<file path="src/rtl/bcd2bin.sv">
// Sequential BCD-to-binary converter: reverse double-dabble, one shift/correct step per clock.
// Optional BCD2BIN_CHECK_EN: invalid digits at acceptance finish at once with err=1, bin_out=0.
module bcd2bin #(
  parameter int unsigned DIGITS = 3,
  parameter int unsigned BIN_W  = 10
) (
  input  logic                  clk,
  input  logic                  rst_n,
  input  logic                  in_valid,
  output logic                  in_ready,
  input  logic [4*DIGITS-1:0]   bcd_in,
  output logic                  out_valid,
  input  logic                  out_ready,
  output logic [BIN_W-1:0]      bin_out,
  output logic                  err
);

  localparam int unsigned BcdW = 4 * DIGITS;
  localparam int unsigned SrW  = BcdW + BIN_W;
  localparam int unsigned CntW = (BIN_W > 1) ? $clog2(BIN_W) : 1;
  localparam logic [CntW-1:0] LastCnt = CntW'(BIN_W - 1);

  typedef enum logic [1:0] {StIdle, StShift, StDone} state_e;

  state_e          state;
  logic [SrW-1:0]  sr;
  logic [SrW-1:0]  sr_step;
  logic [CntW-1:0] cnt;
  logic            bad_digit;

  // Shift right, then pull every BCD nibble that reached 8 or more back down by 3.
  always_comb begin
    sr_step = sr >> 1;
    for (int i = 0; i < DIGITS; i++) begin
      if (sr_step[BIN_W + 4*i + 3]) begin
        sr_step[BIN_W + 4*i +: 4] = sr_step[BIN_W + 4*i +: 4] - 4'd3;
      end
    end
  end

`ifdef BCD2BIN_CHECK_EN
  logic err_q;

  always_comb begin
    bad_digit = 1'b0;
    for (int i = 0; i < DIGITS; i++) begin
      if (bcd_in[4*i +: 4] > 4'd9) bad_digit = 1'b1;
    end
  end

  always_ff @(posedge clk or negedge rst_n) begin
    if (!rst_n) begin
      err_q <= 1'b0;
    end else if (state == StIdle && in_valid) begin
      err_q <= bad_digit;
    end else if (state == StDone && out_ready) begin
      err_q <= 1'b0;
    end
  end

  assign err = err_q;
`else
  assign bad_digit = 1'b0;
  assign err       = 1'b0;
`endif

  always_ff @(posedge clk or negedge rst_n) begin
    if (!rst_n) begin
      state     <= StIdle;
      sr        <= '0;
      cnt       <= '0;
      in_ready  <= 1'b1;
      out_valid <= 1'b0;
      bin_out   <= '0;
    end else begin
      unique case (state)
        StIdle: begin
          if (in_valid) begin
            in_ready <= 1'b0;
            cnt      <= '0;
            if (bad_digit) begin
              sr        <= '0;
              bin_out   <= '0;
              out_valid <= 1'b1;
              state     <= StDone;
            end else begin
              sr    <= {bcd_in, {BIN_W{1'b0}}};
              state <= StShift;
            end
          end
        end
        StShift: begin
          sr <= sr_step;
          if (cnt == LastCnt) begin
            bin_out   <= sr_step[BIN_W-1:0];
            out_valid <= 1'b1;
            state     <= StDone;
          end else begin
            cnt <= cnt + 1'b1;
          end
        end
        StDone: begin
          // Result is held untouched until the consumer takes it.
          if (out_ready) begin
            out_valid <= 1'b0;
            in_ready  <= 1'b1;
            state     <= StIdle;
          end
        end
        default: state <= StIdle;
      endcase
    end
  end

endmodule

</file>
<file path="config.mk">
export PLATFORM = sky130hd
export DESIGN_NAME = bcd2bin
export DESIGN_NICKNAME = d
export VERILOG_FILES = /design/src/rtl/bcd2bin.sv
export SDC_FILE = /design/constraint.sdc
export NUM_CORES = 1
export LEC_CHECK = 0
export BUFFER_PORTS_ARGS = -buffer_cell sky130_fd_sc_hd__buf_2
export CORE_MARGIN = 8
export CORE_UTILIZATION = 55
export DETAILED_ROUTE_END_ITERATION = 8
export PLACE_DENSITY_LB_ADDON = 0.25
export SYNTH_ARGS = -nofsm -noshare
export SYNTH_HDL_FRONTEND = slang
export SYNTH_SLANG_ARGS = --single-unit
</file>
<file path="constraint.sdc">
create_clock -name clk -period 2 [get_ports clk]
set_input_delay 0.2 -clock clk [delete_from_list [all_inputs] [get_ports clk]]
set_output_delay 0.2 -clock clk [all_outputs]
set_load 0.05 [all_outputs]
</file>
Yosys cells after proc, flatten, opt, wreduce, memory -nomap -nowiden
Index checks and enable logic that the tools add are counted.
Cells by class
  $add $sub $neg: 3
  multipliers: 0
  divide/modulo/power cells: 0
  magnitude comparators: 0
  eq/ne operators: 7
  shift operators: 0
  mux-type cells: 17
  bitwise logic cells: 0
  reductions and logical operators: 10
Operators with widths (count)
  $pmux W22 S2: 1
  $mux W22: 1
  $mux W4: 4
  $reduce_and A3 Y1: 4
  $ne A2 B2 Y1 const B: 4
  $pmux W4 S2: 1
  $sub A4 B2 Y4 const B: 2
  $mux W2: 3
  $pmux W2 S3: 1
  $reduce_bool A2 Y1: 3
  $add A4 B1 Y4 const B: 1
  $eq A4 B4 Y1 const B: 1
  $mux W1: 4
  $pmux W1 S2: 2
  $reduce_and A2 Y1: 2
  $eq A2 B1 Y1 const B: 1
  $eq A2 B2 Y1 const B: 1
  $logic_not A2 Y1: 1
Word-level totals
  bits in registers: 40
  bits in latches: 0
  RAM bits: 0
  ROM bits: 0
  input port bits: 16
  output and inout port bits: 13
  memories kept: 0

Logic depth before layout (Yosys ltp)
Gate-level depths: netlist of run 1.
  word-level depth: 3
  mapped depth: 6

Least setup slack after synthesis of run 1
Ideal clock, no wire load.
  path type: flip-flop to flip-flop
  from: register cnt[1]
  to: register bin_out[0]
  arrival: 1305 ps
  setup slack: 570 ps
  stages on the path, launching flop included: 7
  buffers on the path: 1
  clock period less this slack: 1430 ps
  path through: dfrtp_1 inv_1 ha_1 nand2_1 nor3_2 buf_4 mux2_2
On the way
  longest elaborated chain between the ends: 2
RTL lines
  start, declared: line 28  | logic [CntW-1:0] cnt;
  start signal, assigned: line 99  | cnt <= cnt + 1'b1;
  $eq A4 B4 Y1: line 94  | if (cnt == LastCnt) begin
  $reduce_and A2 Y1 (no line)
  end signal, assigned: line 95  | bin_out <= sr_step[BIN_W-1:0];
  end, declared: line 14  | output logic [BIN_W-1:0] bin_out,
No other way between the ends.
A chain may end at the register's enable or synchronous reset.

Worst setup path in the final report of run 1
  from: register state[0]
  to: register sr[7]
On the way
  longest elaborated chain between the ends: 3
  elaborated cells between the ends (all ways): 6
RTL lines
  start, declared: line 25  | state_e state;
  start signal, assigned: line 69  | state <= StIdle;
  start signal, assigned: line 85  | state <= StDone;
  start signal, assigned: line 88  | state <= StShift;
  $eq A2 B1 Y1 / $logic_not A2 Y1 (equally long branches): line 76  | unique case (state)
  $reduce_bool A2 Y1 (no line) / $ne A2 B2 Y1 (equally long branches)
  $reduce_and A2 Y1 (no line)
  end signal, assigned: line 87  | sr <= {bcd_in, {BIN_W{1'b0}}};
  end signal, assigned: line 93  | sr <= sr_step;
  end, declared: line 26  | logic [SrW-1:0] sr;
Parallel ways exist; a longest one is shown, timed or not.

==> flow_summary.json, run 1 <==
{
  "synth_edf_count": 0,
  "crit_arrival_ns": 1.96,
  "seqPwrFrac_pct": 39.6,
  "max_cap_viol_count": 0,
  "drt_iter0_drc": 100,
  "wl_per_cell_um": 16.3,
  "yosys_warnings": 0,
  "clockRootBuffer": "clkbuf_4",
  "power_frac_clock_pct": 15.4,
  "intPower_mw": 2.10,
  "min_path_type": "in2reg",
  "post-place-ws_ns": 0.343,
  "antenna_found_initial": 0,
  "die_y_um": 73.7,
  "ys.flop_type": "dfrtp_1",
  "finalCritPeriodShare_pct": 83.8,
  "ioPinCount": 29,
  "portBuffers": 27,
  "drive_gt1_share_pct": 28.0,
  "worstMarginPinSlew_ns": 0.979,
  "p_switching_mw": 1.50,
  "core-area_um2": 3260,
  "synth_seq_area_share_pct": 53.3,
  "detail-route-antenna-nets": 0,
  "start_util_pct": 56.3,
  "powerDensity_nw_per_um2": 1710,
  "critPathRequiredTime_ns": 2.29,
  "clk_path_buf_depth": 2,
  "stdcell_area_um2": 2110,
  "grt_pass1_wl_um": 6510,
  "slew_headroom_pct": 34.6,
  "setup_tns_ns": 0,
  "rsz0062_at_grt": "no",
  "start_kind": "register",
  "placed_cell_area_um2": 2010,
  "fin_util_pct": 64.7,
  "cts_sinks": 39,
  "hold_viol_final": 0,
  "die_w_um": 73.7,
  "synthToLayoutAreaGrowth_pct": 15.1,
  "ir_worst_vdd_v": 0.000894,
  "async_flop_share_pct": 100,
  "synthesis.nets": 182,
  "routed_wl_um": 3910,
  "finalNetCount": 212,
  "comb_power_share_pct": 45.0,
  "fin_skew_ns": 0.00345,
  "setup_viol": 0,
  "ys_types": 37,
  "worst_skew_pair.late_latency_ns": 0.34,
  "htree_levels": 2,
  "avgViaCountPerCell": 5.84,
  "outcome": "finished, final reports clean",
  "postCtsSetupBuffers": 0,
  "synth.avg_cell_area_um2": 11.3,
  "grt_overflow": 0,
  "crit_fanout": 13,
  "swShare_pct": 41.7,
  "finalWeightedCongestion": 0.806,
  "place_hpwl_um": 2810,
  "dr.pass1.iters": 4,
  "synthesis.area_um2": 1830,
  "route.vias.total": 1396,
  "track_usage_pct": 15.6,
  "p_leak_nw": 0.986,
  "num_antenna_cells": 0,
  "drc_errors": 0,
  "synth_seq_cells": 39,
  "worst_setup_path_end_kind": "register",
  "die_area_um2": 5440,
  "rows": 21,
  "netlist_instances": 162,
  "grt_max_degree": 40,
  "worstSetupPathType": "reg2reg",
  "setup_ws_ns": 0.323,
  "cts_tree": "done",
  "clkSlewWorstSetupHoldPaths_ns": 0.11,
  "cts_buffers": 5,
  "max_clock_freq_mhz": 596,
  "layout_min_cycle_time_ns": 1.68,
  "slew_violations": 0,
  "grt_pass1_vias": 1404
}
-- what timing repair did --
| action | CTS | global route |
|---|---|---|
| hold buffers | 1 | 0 |
| resized for setup | 0 | 0 |
| endpoints found under the hold margin | 38 | 0 |
| setup endpoints to repair | 0 | 0 |
-- metrics by stage --
stage	std cells	hold WS [ns]	power (mW)
floorplan	162	-0.0956	2.63
global placement	230	0.342	2.97
detailed placement	230	0.346	3.07
CTS	239	0.0700	3.61
global route	239	0.0532	3.84
finish	239	0.0781	3.60
-- cell usage in the layout, fill, tap and decap left out, types with 3 or more instances in the layout --
master and count:
buf_4 6, clkbuf_4 5, inv_1 5, nand2b_1 5
dfrtp_1 38, a31oi_1 3, and2_1 4, nor2_1 7
nand3_1 4, ha_1 4, nand2_1 9, nor2b_1 4
mux2_2 10, xnor2_1 4, o21bai_1 3, a221o_1 4
a21oi_1 8, o21ai_0 7, buf_2 27, a22o_1 8
-- registers in the layout, summed over array words and instances (netlist names) --
name and flops:
sr 21, in_ready 1, out_valid 1, cnt 4
bin_out 10, state 2
-- synthesized netlist by cell type, types with 3 or more instances --
cell,instances,share of area (%)
ha_1,4,2.7
xnor2_1,4,1.9
dfrtp_1,38,52
a31oi_1,3,1.0
a22o_1,8,3.8
o21bai_1,3,1.2
a21oi_1,8,2.2
buf_2,7,1.9
nand3_1,4,1.1
a221o_1,4,2.2
mux2_2,10,6.1
nand2b_1,5,1.7
inv_1,5,1.0
nor2_1,7,1.4
and2_1,4,1.4
o21ai_0,7,1.9
nor2b_1,4,1.4
nand2_1,9,1.8
-- logic make-up after synthesis --
| kind of cell | Yosys count | synth area share (%) |
|---|---|---|
| DFF | 39 | 53.3 |
| buffers and inverters | 16 | 4.16 |
| and+or+nand+nor | 39 | 11.6 |
| muxes | 12 | 7.24 |
| AOI/OAI and AO/OA | 47 | 18.8 |
| adders and majority gates | 4 | 2.73 |
| other | 1 | 0.205 |
| xor gates and xnor gates | 4 | 1.91 |
-- final timing paths --
kind	slack [ns]	depth (start not counted)	to	start
setup / recovery	0.32	3	sr[7]$_DFFE_PN0P_	state[0]$_DFFE_PN0P_
hold / removal	0.08	2	sr[15]$_DFFE_PN0P_	bcd_in[5]
setup reg to reg	0.32	3	sr[7]$_DFFE_PN0P_	state[0]$_DFFE_PN0P_
hold reg to reg	0.49	2	sr[20]$_DFFE_PN0P_	sr[20]$_DFFE_PN0P_
max in group asynchronous	1.00	2	sr[11]$_DFFE_PN0P_	rst_n
min in group asynchronous	0.48	2	bin_out[5]$_DFFE_PN0P_	rst_n
-- worst max-delay path, stage by stage (launching register included) --
cell and delay, ns:
dfrtp_1 0.40, o21bai_1 0.78, buf_4 0.30, a22o_1 0.15
-- cell type report --
cell class                      instances  area [um2]
Inverter                                5        18.8
Timing Repair Buffer                   34         190
Multi-Input combinational cell        107         779
Tap cell                               46        57.6
Fill cell                             275        1150
Clock buffer                            6        51.3
Sequential cell                        39         977
Clock inverter                          2        35.0
-- routing by layer --
layer | share of wire [%] | routed length (um) | global-route usage (%) | vias to the layer above
li1 | - | - | - | 660
met1 | 45 | 1770 | 19.6 | 690
met3 | 5.9 | 230 | 5.46 | 8
met4 | 1.6 | 61 | 5.32 | 0
met5 | 0 | 0 | 0 | -
met2 | 47 | 1840 | 24.2 | 38
-- power by group through the flow --
stage          registers, mW  clock network (mW)  logic (mW)
2_1_floorplan           1.68                   0       0.947
3_3_place_gp            1.41                   0        1.56
3_5_place_dp            1.44                   0        1.63
4_1_cts                 1.42               0.558        1.64
5_1_grt                 1.48               0.600        1.76
6_report                1.43               0.554        1.62
(Power assumes the default switching activity.)
==> run 2: changes to the inputs <==
- clock period: 2 -> 1.55 ns (I/O delays scaled with it)
==> flow_summary.json, run 2 (synthesis gave the netlist of run 1 again) <==
{
  "outcome": "finished, final reports clean",
  "setup_viol": 0,
  "worst_setup_path_end_kind": "register",
  "start_util_pct": 56.3,
  "n_fill_cell": 286,
  "start_kind": "register",
  "ioPinCount": 29,
  "final_common_cell": "dfrtp_1",
  "portBuffers": 27,
  "route.vias.total": 1413,
  "multi_input_comb_area_um2": 786,
  "drc_errors": 0,
  "synthToLayoutAreaGrowth_pct": 20.6,
  "crit_fanout": 11,
  "max_clock_freq_mhz": 682,
  "largest_register_ffs": 21,
  "regMostFlops": "sr",
  "layout_min_cycle_time_ns": 1.47,
  "worst_skew_pair.late_latency_ns": 0.35,
  "min_path_type": "in2reg",
  "ir_worst_vdd_v": 0.000920,
  "drt_iter0_drc": 93,
  "cts_tree": "done",
  "rows": 21,
  "layout_common_cells": "38 x dfrtp_1, 27 x buf_2, 10 x mux2_2",
  "hold_viol_final": 0,
  "finalWeightedCongestion": 0.862,
  "max_cap_viol_count": 0,
  "crit_arrival_ns": 1.71,
  "clkSlewWorstSetupHoldPaths_ns": 0.13,
  "die_w_um": 73.7,
  "finalNetCount": 217,
  "powerDensity_nw_per_um2": 2170,
  "die_area_um2": 5440,
  "clockRootBuffer": "clkbuf_4",
  "finalCritPeriodShare_pct": 94.6,
  "clk_path_buf_depth": 2,
  "detail-route-antenna-nets": 0,
  "grt_pass1_vias": 1575,
  "stdcell_area_um2": 2210,
  "critPathRequiredTime_ns": 1.79,
  "grt_pass1_wl_um": 7060,
  "fin_skew_ns": 0.0137,
  "seqCellArea_um2": 977,
  "grt_max_degree": 21,
  "dr.pass1.iters": 4,
  "drive_gt1_share_pct": 29.8,
  "htree_levels": 2,
  "routed_wl_um": 3910,
  "num_antenna_cells": 0,
  "core-area_um2": 3260,
  "p_leak_nw": 1.02,
  "track_usage_pct": 16.6,
  "reg_top3": "sr (21), bin_out (10), cnt (4)",
  "wl_per_cell_um": 16.0,
  "power_mw": 4.81,
  "antenna_found_initial": 0,
  "place_hpwl_um": 2780,
  "postCtsSetupBuffers": 0,
  "grt_overflow": 0,
  "cts_buffers": 5,
  "die_y_um": 73.7,
  "avgViaCountPerCell": 5.79,
  "worstSetupPathType": "reg2reg",
  "slew_violations": 0,
  "cts_sinks": 39,
  "placed_cell_area_um2": 2110
}
==> run 2: cell types whose count changed in the layout (fill, tap and decap cells not counted), sizes merged <==
cell	previous run	this run
clkinv	1	2
buf	33	38
clkbuf	6	5
==> run 2: critical path, cell delays in order (launching register included) <==
cell,delay (ns)
dfrtp_1,0.43
nand2b_1,0.21
nor3_4,0.23
buf_12,0.16
mux2_2,0.33
==> run 2: area by class of cell <==
class	count	area share [%]
Timing Repair Buffer	39	13.1
Clock inverter	3	1.98
Multi-Input combinational cell	107	35.5
Tap cell	46	2.60
Inverter	5	0.849
Clock buffer	5	1.70
Sequential cell	39	44.2
==> run 2: power breakdown <==
part	switching [mW]	total, mW	leakage [nW]	internal (mW)
clock network	0.353	0.692	0.0452	0.339
logic	1.27	2.30	0.490	1.03
registers	0.369	1.82	0.490	1.45
total	1.99	4.81	1.02	2.81
==> run 2: what timing repair did <==
| action | 4_1_cts | 5_1_grt |
|---|---|---|
| resized for setup | 0 | 1 |
| setup endpoints to repair | 0 | 3 |
| hold buffers | 1 | 0 |
| endpoints found under the hold margin | 18 | 0 |
==> run 2: metrics by stage <==
stage | util (%) | cells | hold WS (ns) | setup TNS, ns | worst slack (ns)
2_1_floorplan | - | 162 | -0.141 | 0 | 0.120
3_3_place_gp | 64.9 | 235 | 0.137 | 0 | 0.127
3_5_place_dp | 64.9 | 235 | 0.141 | 0 | 0.0835
4_1_cts | 67.7 | 244 | 0.0313 | 0 | 0.0782
5_1_grt | 67.9 | 244 | 0.0412 | -0.0119 | -0.00736
6_report | 67.9 | 244 | 0.0342 | 0 | 0.0839
==> run 2: final timing paths <==
check / from / endpoint / slack, ns / cells after the start
max reg2reg: state[1]$_DFFE_PN0P_ / bin_out[2]$_DFFE_PN0P_ / 0.08 / 4
max in group asynchronous: rst_n / sr[9]$_DFFE_PN0P_ / 0.79 / 3
min in group asynchronous: rst_n / sr[18]$_DFFE_PN0P_ / 0.29 / 2
max: state[1]$_DFFE_PN0P_ / bin_out[2]$_DFFE_PN0P_ / 0.08 / 4
min: bcd_in[5] / sr[15]$_DFFE_PN0P_ / 0.03 / 2
min reg2reg: sr[20]$_DFFE_PN0P_ / sr[20]$_DFFE_PN0P_ / 0.50 / 2
==> run 2: routing by layer <==
metal / global-route usage (%) / share of wire (%) / wire length [um] / vias to the layer above
li1: - / - / - / 663
met1: 20.3 / 46 / 1780 / 699
met2: 26.5 / 47 / 1850 / 44
met3: 5.05 / 5.7 / 221 / 7
met4: 6.21 / 1.4 / 53 / 0
met5: 0 / 0 / 0 / -
